<file path="src/rtl/vscale_ex_wb_stage_pkg.sv">
// vscale_ex_wb_stage_pkg: shared control constants for the EX/WB pipeline boundary
package vscale_ex_wb_stage_pkg;
    localparam logic [1:0] WB_SRC_ALU = 2'd0;
    localparam logic [1:0] WB_SRC_PC4 = 2'd1;
    localparam logic [1:0] WB_SRC_CSR = 2'd2;
    localparam logic [1:0] WB_SRC_MEM = 2'd3;
endpackage

</file>
<file path="src/rtl/vscale_bypass_unit.sv">
// vscale_bypass_unit: one operand's WB->EX forwarding compare and mux
module vscale_bypass_unit #(
    parameter int XLEN     = 32,
    parameter int RA_WIDTH = 5
) (
    input  logic [RA_WIDTH-1:0] rs_addr,
    input  logic [XLEN-1:0]     rf_data,
    input  logic                wb_hit_en,
    input  logic [RA_WIDTH-1:0] wb_addr,
    input  logic [XLEN-1:0]     wb_data,
    output logic [XLEN-1:0]     fwd
);
    always_comb
        fwd = (rs_addr == '0) ? '0 :
              (wb_hit_en && wb_addr == rs_addr) ? wb_data : rf_data;
endmodule

</file>
<file path="src/rtl/vscale_ex_wb_stage.sv">
// vscale_ex_wb_stage: EX->WB pipeline register, writeback mux, bypass and retire counter
module vscale_ex_wb_stage
    import vscale_ex_wb_stage_pkg::*;
#(
    parameter int XLEN     = 32,
    parameter int RA_WIDTH = 5
) (
    input  logic                clk,
    input  logic                reset_n,
    input  logic                ex_valid,
    input  logic                ex_kill,
    input  logic [XLEN-1:0]     ex_alu_out,
    input  logic [XLEN-1:0]     ex_pc_plus4,
    input  logic [XLEN-1:0]     ex_csr_rdata,
    input  logic [1:0]          ex_wb_src_sel,
    input  logic                ex_wr_reg,
    input  logic [RA_WIDTH-1:0] ex_rd_addr,
    input  logic [RA_WIDTH-1:0] ex_rs1_addr,
    input  logic [RA_WIDTH-1:0] ex_rs2_addr,
    input  logic [XLEN-1:0]     ex_rs1_rf,
    input  logic [XLEN-1:0]     ex_rs2_rf,
    input  logic [XLEN-1:0]     dmem_rdata,
    input  logic                dmem_wait,
    output logic [XLEN-1:0]     ex_rs1_fwd,
    output logic [XLEN-1:0]     ex_rs2_fwd,
    output logic                stall_ex,
    output logic                wb_wen,
    output logic [RA_WIDTH-1:0] wb_waddr,
    output logic [XLEN-1:0]     wb_wdata,
    output logic                wb_retire,
    output logic [63:0]         instret
);
    logic            wb_valid;
    logic            wb_wr_reg;
    logic [1:0]      wb_src_sel;
    logic [XLEN-1:0] wb_alu_out;
    logic [XLEN-1:0] wb_pc_plus4;
    logic [XLEN-1:0] wb_csr_rdata;
    logic [63:0]     instret_cnt;
    logic            stall_wb;

    assign stall_wb  = wb_valid & (wb_src_sel == WB_SRC_MEM) & dmem_wait;
    assign stall_ex  = stall_wb;
    assign wb_retire = wb_valid & ~stall_wb;
    assign wb_wen    = wb_valid & wb_wr_reg & ~stall_wb & (wb_waddr != '0);
    assign instret   = instret_cnt;

    always_ff @(posedge clk) begin
        if (!reset_n)
            wb_valid <= 1'b0;
        else if (!stall_wb)
            wb_valid <= ex_valid & ~ex_kill;
    end

    // Datapath fields carry no reset; they are qualified by wb_valid.
    always_ff @(posedge clk) begin
        if (!stall_wb) begin
            wb_src_sel   <= ex_wb_src_sel;
            wb_wr_reg    <= ex_wr_reg;
            wb_waddr     <= ex_rd_addr;
            wb_alu_out   <= ex_alu_out;
            wb_pc_plus4  <= ex_pc_plus4;
            wb_csr_rdata <= ex_csr_rdata;
        end
    end

    always_ff @(posedge clk) begin
        if (!reset_n)
            instret_cnt <= '0;
        else if (wb_retire)
            instret_cnt <= instret_cnt + 64'd1;
    end

    always_comb
        wb_wdata = (wb_src_sel == WB_SRC_ALU) ? wb_alu_out :
                   (wb_src_sel == WB_SRC_PC4) ? wb_pc_plus4 :
                   (wb_src_sel == WB_SRC_CSR) ? wb_csr_rdata : dmem_rdata;

    // A stalled load forwards unsettled dmem_rdata; stall_ex holds EX until it is valid.
    vscale_bypass_unit #(.XLEN(XLEN), .RA_WIDTH(RA_WIDTH)) u_bypass_rs1 (
        .rs_addr   (ex_rs1_addr),
        .rf_data   (ex_rs1_rf),
        .wb_hit_en (wb_valid & wb_wr_reg),
        .wb_addr   (wb_waddr),
        .wb_data   (wb_wdata),
        .fwd       (ex_rs1_fwd)
    );

    vscale_bypass_unit #(.XLEN(XLEN), .RA_WIDTH(RA_WIDTH)) u_bypass_rs2 (
        .rs_addr   (ex_rs2_addr),
        .rf_data   (ex_rs2_rf),
        .wb_hit_en (wb_valid & wb_wr_reg),
        .wb_addr   (wb_waddr),
        .wb_data   (wb_wdata),
        .fwd       (ex_rs2_fwd)
    );
endmodule

</file>
<file path="config.mk">
export PLATFORM = sky130hd
export DESIGN_NAME = vscale_ex_wb_stage
export DESIGN_NICKNAME = d
export VERILOG_FILES = /design/src/rtl/vscale_ex_wb_stage_pkg.sv /design/src/rtl/vscale_bypass_unit.sv /design/src/rtl/vscale_ex_wb_stage.sv
export SDC_FILE = /design/constraint.sdc
export NUM_CORES = 1
export LEC_CHECK = 0
export CAP_MARGIN = 10
export CORE_ASPECT_RATIO = 0.8
export CORE_MARGIN = 10
export CORE_UTILIZATION = 46
export CTS_BUF_LIST = sky130_fd_sc_hd__clkbuf_8
export DETAILED_ROUTE_END_ITERATION = 10
export PLACE_DENSITY = 0.86
export SETUP_SLACK_MARGIN = 0.4
export SYNTH_ARGS = -nofsm -noshare
export SYNTH_HDL_FRONTEND = slang
export SYNTH_SLANG_ARGS = --single-unit
</file>
<file path="constraint.sdc">
create_clock -name clk -period 6.1 [get_ports clk]
set_input_delay 0.61 -clock clk [delete_from_list [all_inputs] [get_ports clk]]
set_output_delay 0.61 -clock clk [all_outputs]
set_load 0.01 [all_outputs]
</file>
==> summary.md <==
| Metric | Value |
|---|---|
| Outcome | `finished clean` |
| Origin of the critical flop-to-flop path | `wb_src_sel[0]` |
| Largest register FFs | `64` |
| Peak VDD IR | `172 uV` |
| Global-route wire length before repair | `46600 um` |
| Worst path depth | `8` |
| Max-cap violations | `0` |
| Iteration-0 DRC Markers | `750` |
| Switch share | `22.9%` |
| I/O Pins | `383` |
| Post-synthesis cell area | `0.00813 mm^2` |
| Critical path's top delay family | `buffers and inverters` |
| Worst slew pin tran | `1.16 ns` |
| Most common cell after layout, fill and taps aside | `clkdlybuf4s50_1` |
| Share of cells above drive strength 1 | `7.34%` |
| Seq pwr share | `51.0%` |
| Avg Vias per Cell | `5.67` |
| Crit Path Class | `input pin to output pin` |
| Flop and latch count out of synthesis | `169` |
| R2R depth | `7` |
| Total grt overflow | `0` |
| Placer Congestion | `0.903` |
| Worst hold slack | `0.497 ns` |
| Power consumption | `2480 uW` |
| Layout area overhead | `54.5%` |
| Pwr dens | `198 mW/mm^2` |
| Final min period | `4.15 ns` |
| Vias in the first global route | `7282` |
| Most frequent cells in the layout | `clkdlybuf4s50_1 (382), nor2_1 (104), edfxtp_1 (104), dfxtp_1 (65), mux2i_1 (64)` |
| Comb pwr share | `16.6%` |
| Total negative setup slack | `0 ns` |
| Clock power frac | `32.4%` |
| Sw power | `568 uW` |
| Post-CTS setup buffer count | `0` |
| Critical Path AT | `3.54 ns` |
| CP Max Fanout | `23` |
| Critical Path, Cell by Cell | `clkdlybuf4s50_1, xor2_1, nor4_1, nand4_1, buf_4, mux2i_1, nor2_1, clkdlybuf4s50_1` |
| Hold_buf cts | `0` |
| DP Area | `0.0122 mm^2` |
| TritonCTS clock tree | `yes` |
| Worst setup path endpoint | `ex_rs2_fwd[30]` |
| Reg2reg setup slack | `3.12 ns` |
| Worst-Skew Late Latency | `0.45 ns` |
| Pins Over Slew Limit | `0` |
| Worst stage delay on the critical path | `0.63 ns` |
| Yosys Warn Count | `0` |
| DP Cell Count | `1268` |
| Multi-input gate area | `0.00353 mm^2` |
| Fin area | `0.0126 mm^2` |
| Final #Nets | `1279` |
| Crit path buffers/inverters | `3` |
| Initial Util | `46.9%` |
| Syn_area_per_cell | `11.8 um^2` |
| Wire length per cell | `24.5 um` |
| Startpoint Class | `input pin` |
| Top FF cell, synth | `edfxtp_1` |
| FILL cells | `1230` |
| Kind of end point of the critical path | `output pin` |
| Final WL | `31900 um` |
| CTS buffer count | `17` |
| Post-CTS sizing | `0` |
| Clock Sinks | `169` |
| Clock Skew | `0.0194 ns` |
| Slew headroom | `22.7%` |
| Final Hold Violating Endpoints | `0` |
| Worst R2R End | `instret[61]` |
| Die area | `0.0234 mm^2` |
| P_int | `1920 uW` |
| CTS root buf | `clkbuf_8` |
| Port bufs | `382` |
| DR vias | `7398` |
| Worst Setup SP | `ex_rs2_addr[4]` |
| RSZ-0062 raised after global routing | `false` |
| Rows | `43` |
| Sequential fraction of the synthesis area | `54.4%` |
| Critical Path Slowest Stage Cell | `nand4_1` |
| Largest net degree at the start of global routing | `91` |
| Final antenna-violating net count | `0` |
| GR Util All Layers | `26.0%` |
| Worst min path class | `flip-flop to flip-flop` |
| Async S/R FF share, synth | `0%` |
| DRC viols | `0` |
| Die H | `139 um` |
| F_max | `241 MHz` |
| Reg area | `0.00442 mm^2` |
| H-tree lvl count | `4` |
| Final std cells w/o fill | `1304` |
| Cells after Synth | `688` |
| Register clock-pin slew on the reported worst setup and hold paths | `0.09 ns` |
| Die width | `169 um` |
| Setup violators final | `0` |
| Pleak | `0.00476 uW` |
| Drt pass-1 iters | `6` |
| Core area | `0.0173 mm^2` |
| Final worst path period share | `68.1%` |
| Required @ worst endpoint | `5.49 ns` |
| Mapped Nets | `904` |
| Initial antenna violation count | `3` |
| Post-synth EDFFs | `104` |
| Worst path most repeated cell | `clkdlybuf4s50_1` |
| Post-DP HPWL | `25300 um` |
| Clock buffer depth | `2` |
| Netlist cell types | `41` |
[Yosys cell counts (2+ instances only)]
cell	instances	area (um^2)
nand4_1	31	194
nand2_1	29	109
nand3_1	24	120
buf_2	6	30.0
a21oi_1	34	170
o21a_1	3	22.5
buf_1	6	22.5
or2_2	2	12.5
xnor2_1	14	123
o31ai_1	11	82.6
or3_1	21	131
edfxtp_1	104	3120
or4_1	15	113
and4_1	6	52.6
mux2i_1	64	641
nor4_1	11	68.8
xor2_1	25	219
o21ai_0	20	100
inv_1	8	30.0
dfxtp_1	65	1300
nor3_1	10	50.1
clkbuf_1	20	75.1
nor2_1	106	398
and3_1	4	25.0
mux4_2	32	721
buf_6	2	22.5
[metrics by stage]
stage	worst slack [ns]	util [%]
2_1_floorplan	2.02	-
3_3_place_gp	2.08	70.1
3_5_place_dp	1.99	70.1
4_1_cts	1.99	72.4
5_1_grt	1.85	72.5
6_report	1.95	72.5
[kinds of logic (layout without fill, tap and decap cells)]
logic type / Yosys count / in the layout / share of synthesized area, %
adder cells (fa/ha/maj): 1 / 1 / 0.154
AND/OR/NAND/NOR: 270 / 270 / 17.4
buffers and inverters: 43 / 431 / 2.26
AO/OA/AOI/OAI: 70 / 70 / 4.86
multiplexers: 96 / 96 / 16.7
other: 0 / 3 / 0
XOR/XNOR: 39 / 39 / 4.20
flip-flops: 169 / 169 / 54.4
[worst min path at each step]
stage,start,cells past startpoint,to,slack [ns]
5_1_grt,instret[54],2,instret[54],0.53
3_5_place_dp,instret[63],2,instret[63],0.48
4_1_cts,instret[63],2,instret[63],0.49
3_3_place_gp,instret[63],2,instret[63],0.46
2_1_floorplan,instret[63],2,instret[63],0.50
6_report,instret[63],2,instret[63],0.50
[routing by layer]
layer  vias up  GRT usage [%]  routed length [um]
met5         -              0                   0
met4         0           7.23                 570
met3        33           7.59                2560
met2       330           45.2               16600
met1      3670           30.5               12100
li1       3365              -                   -
[worst reg2reg max path: cells and delay by family (launching register included)]
family                 cells  cell delay (ns)
AND/OR/NAND/NOR            4             1.46
flip-flops                 1             0.61
buffers and inverters      2             0.68
AO/OA/AOI/OAI              1             0.15
[power groups by stage]
stage               logic (uW)  clock network (uW)  registers, uW
CTS                        413                 819           1270
global placement           405                   0           1290
detailed placement         411                   0           1290
finish                     412                 804           1270
floorplan                  133                   0           1290
global route               432                 856           1270
[final cells by class]
cell class | count | share of cell area (%)
Clock inverter | 14 | 1.15
Antenna cell | 3 | 0.0597
Timing Repair Buffer | 390 | 31.0
Clock buffer | 18 | 1.97
Multi-Input combinational cell | 476 | 28.1
Inverter | 9 | 0.269
Tap cell | 225 | 2.24
Sequential cell | 169 | 35.2
(Power assumes the default switching activity.)
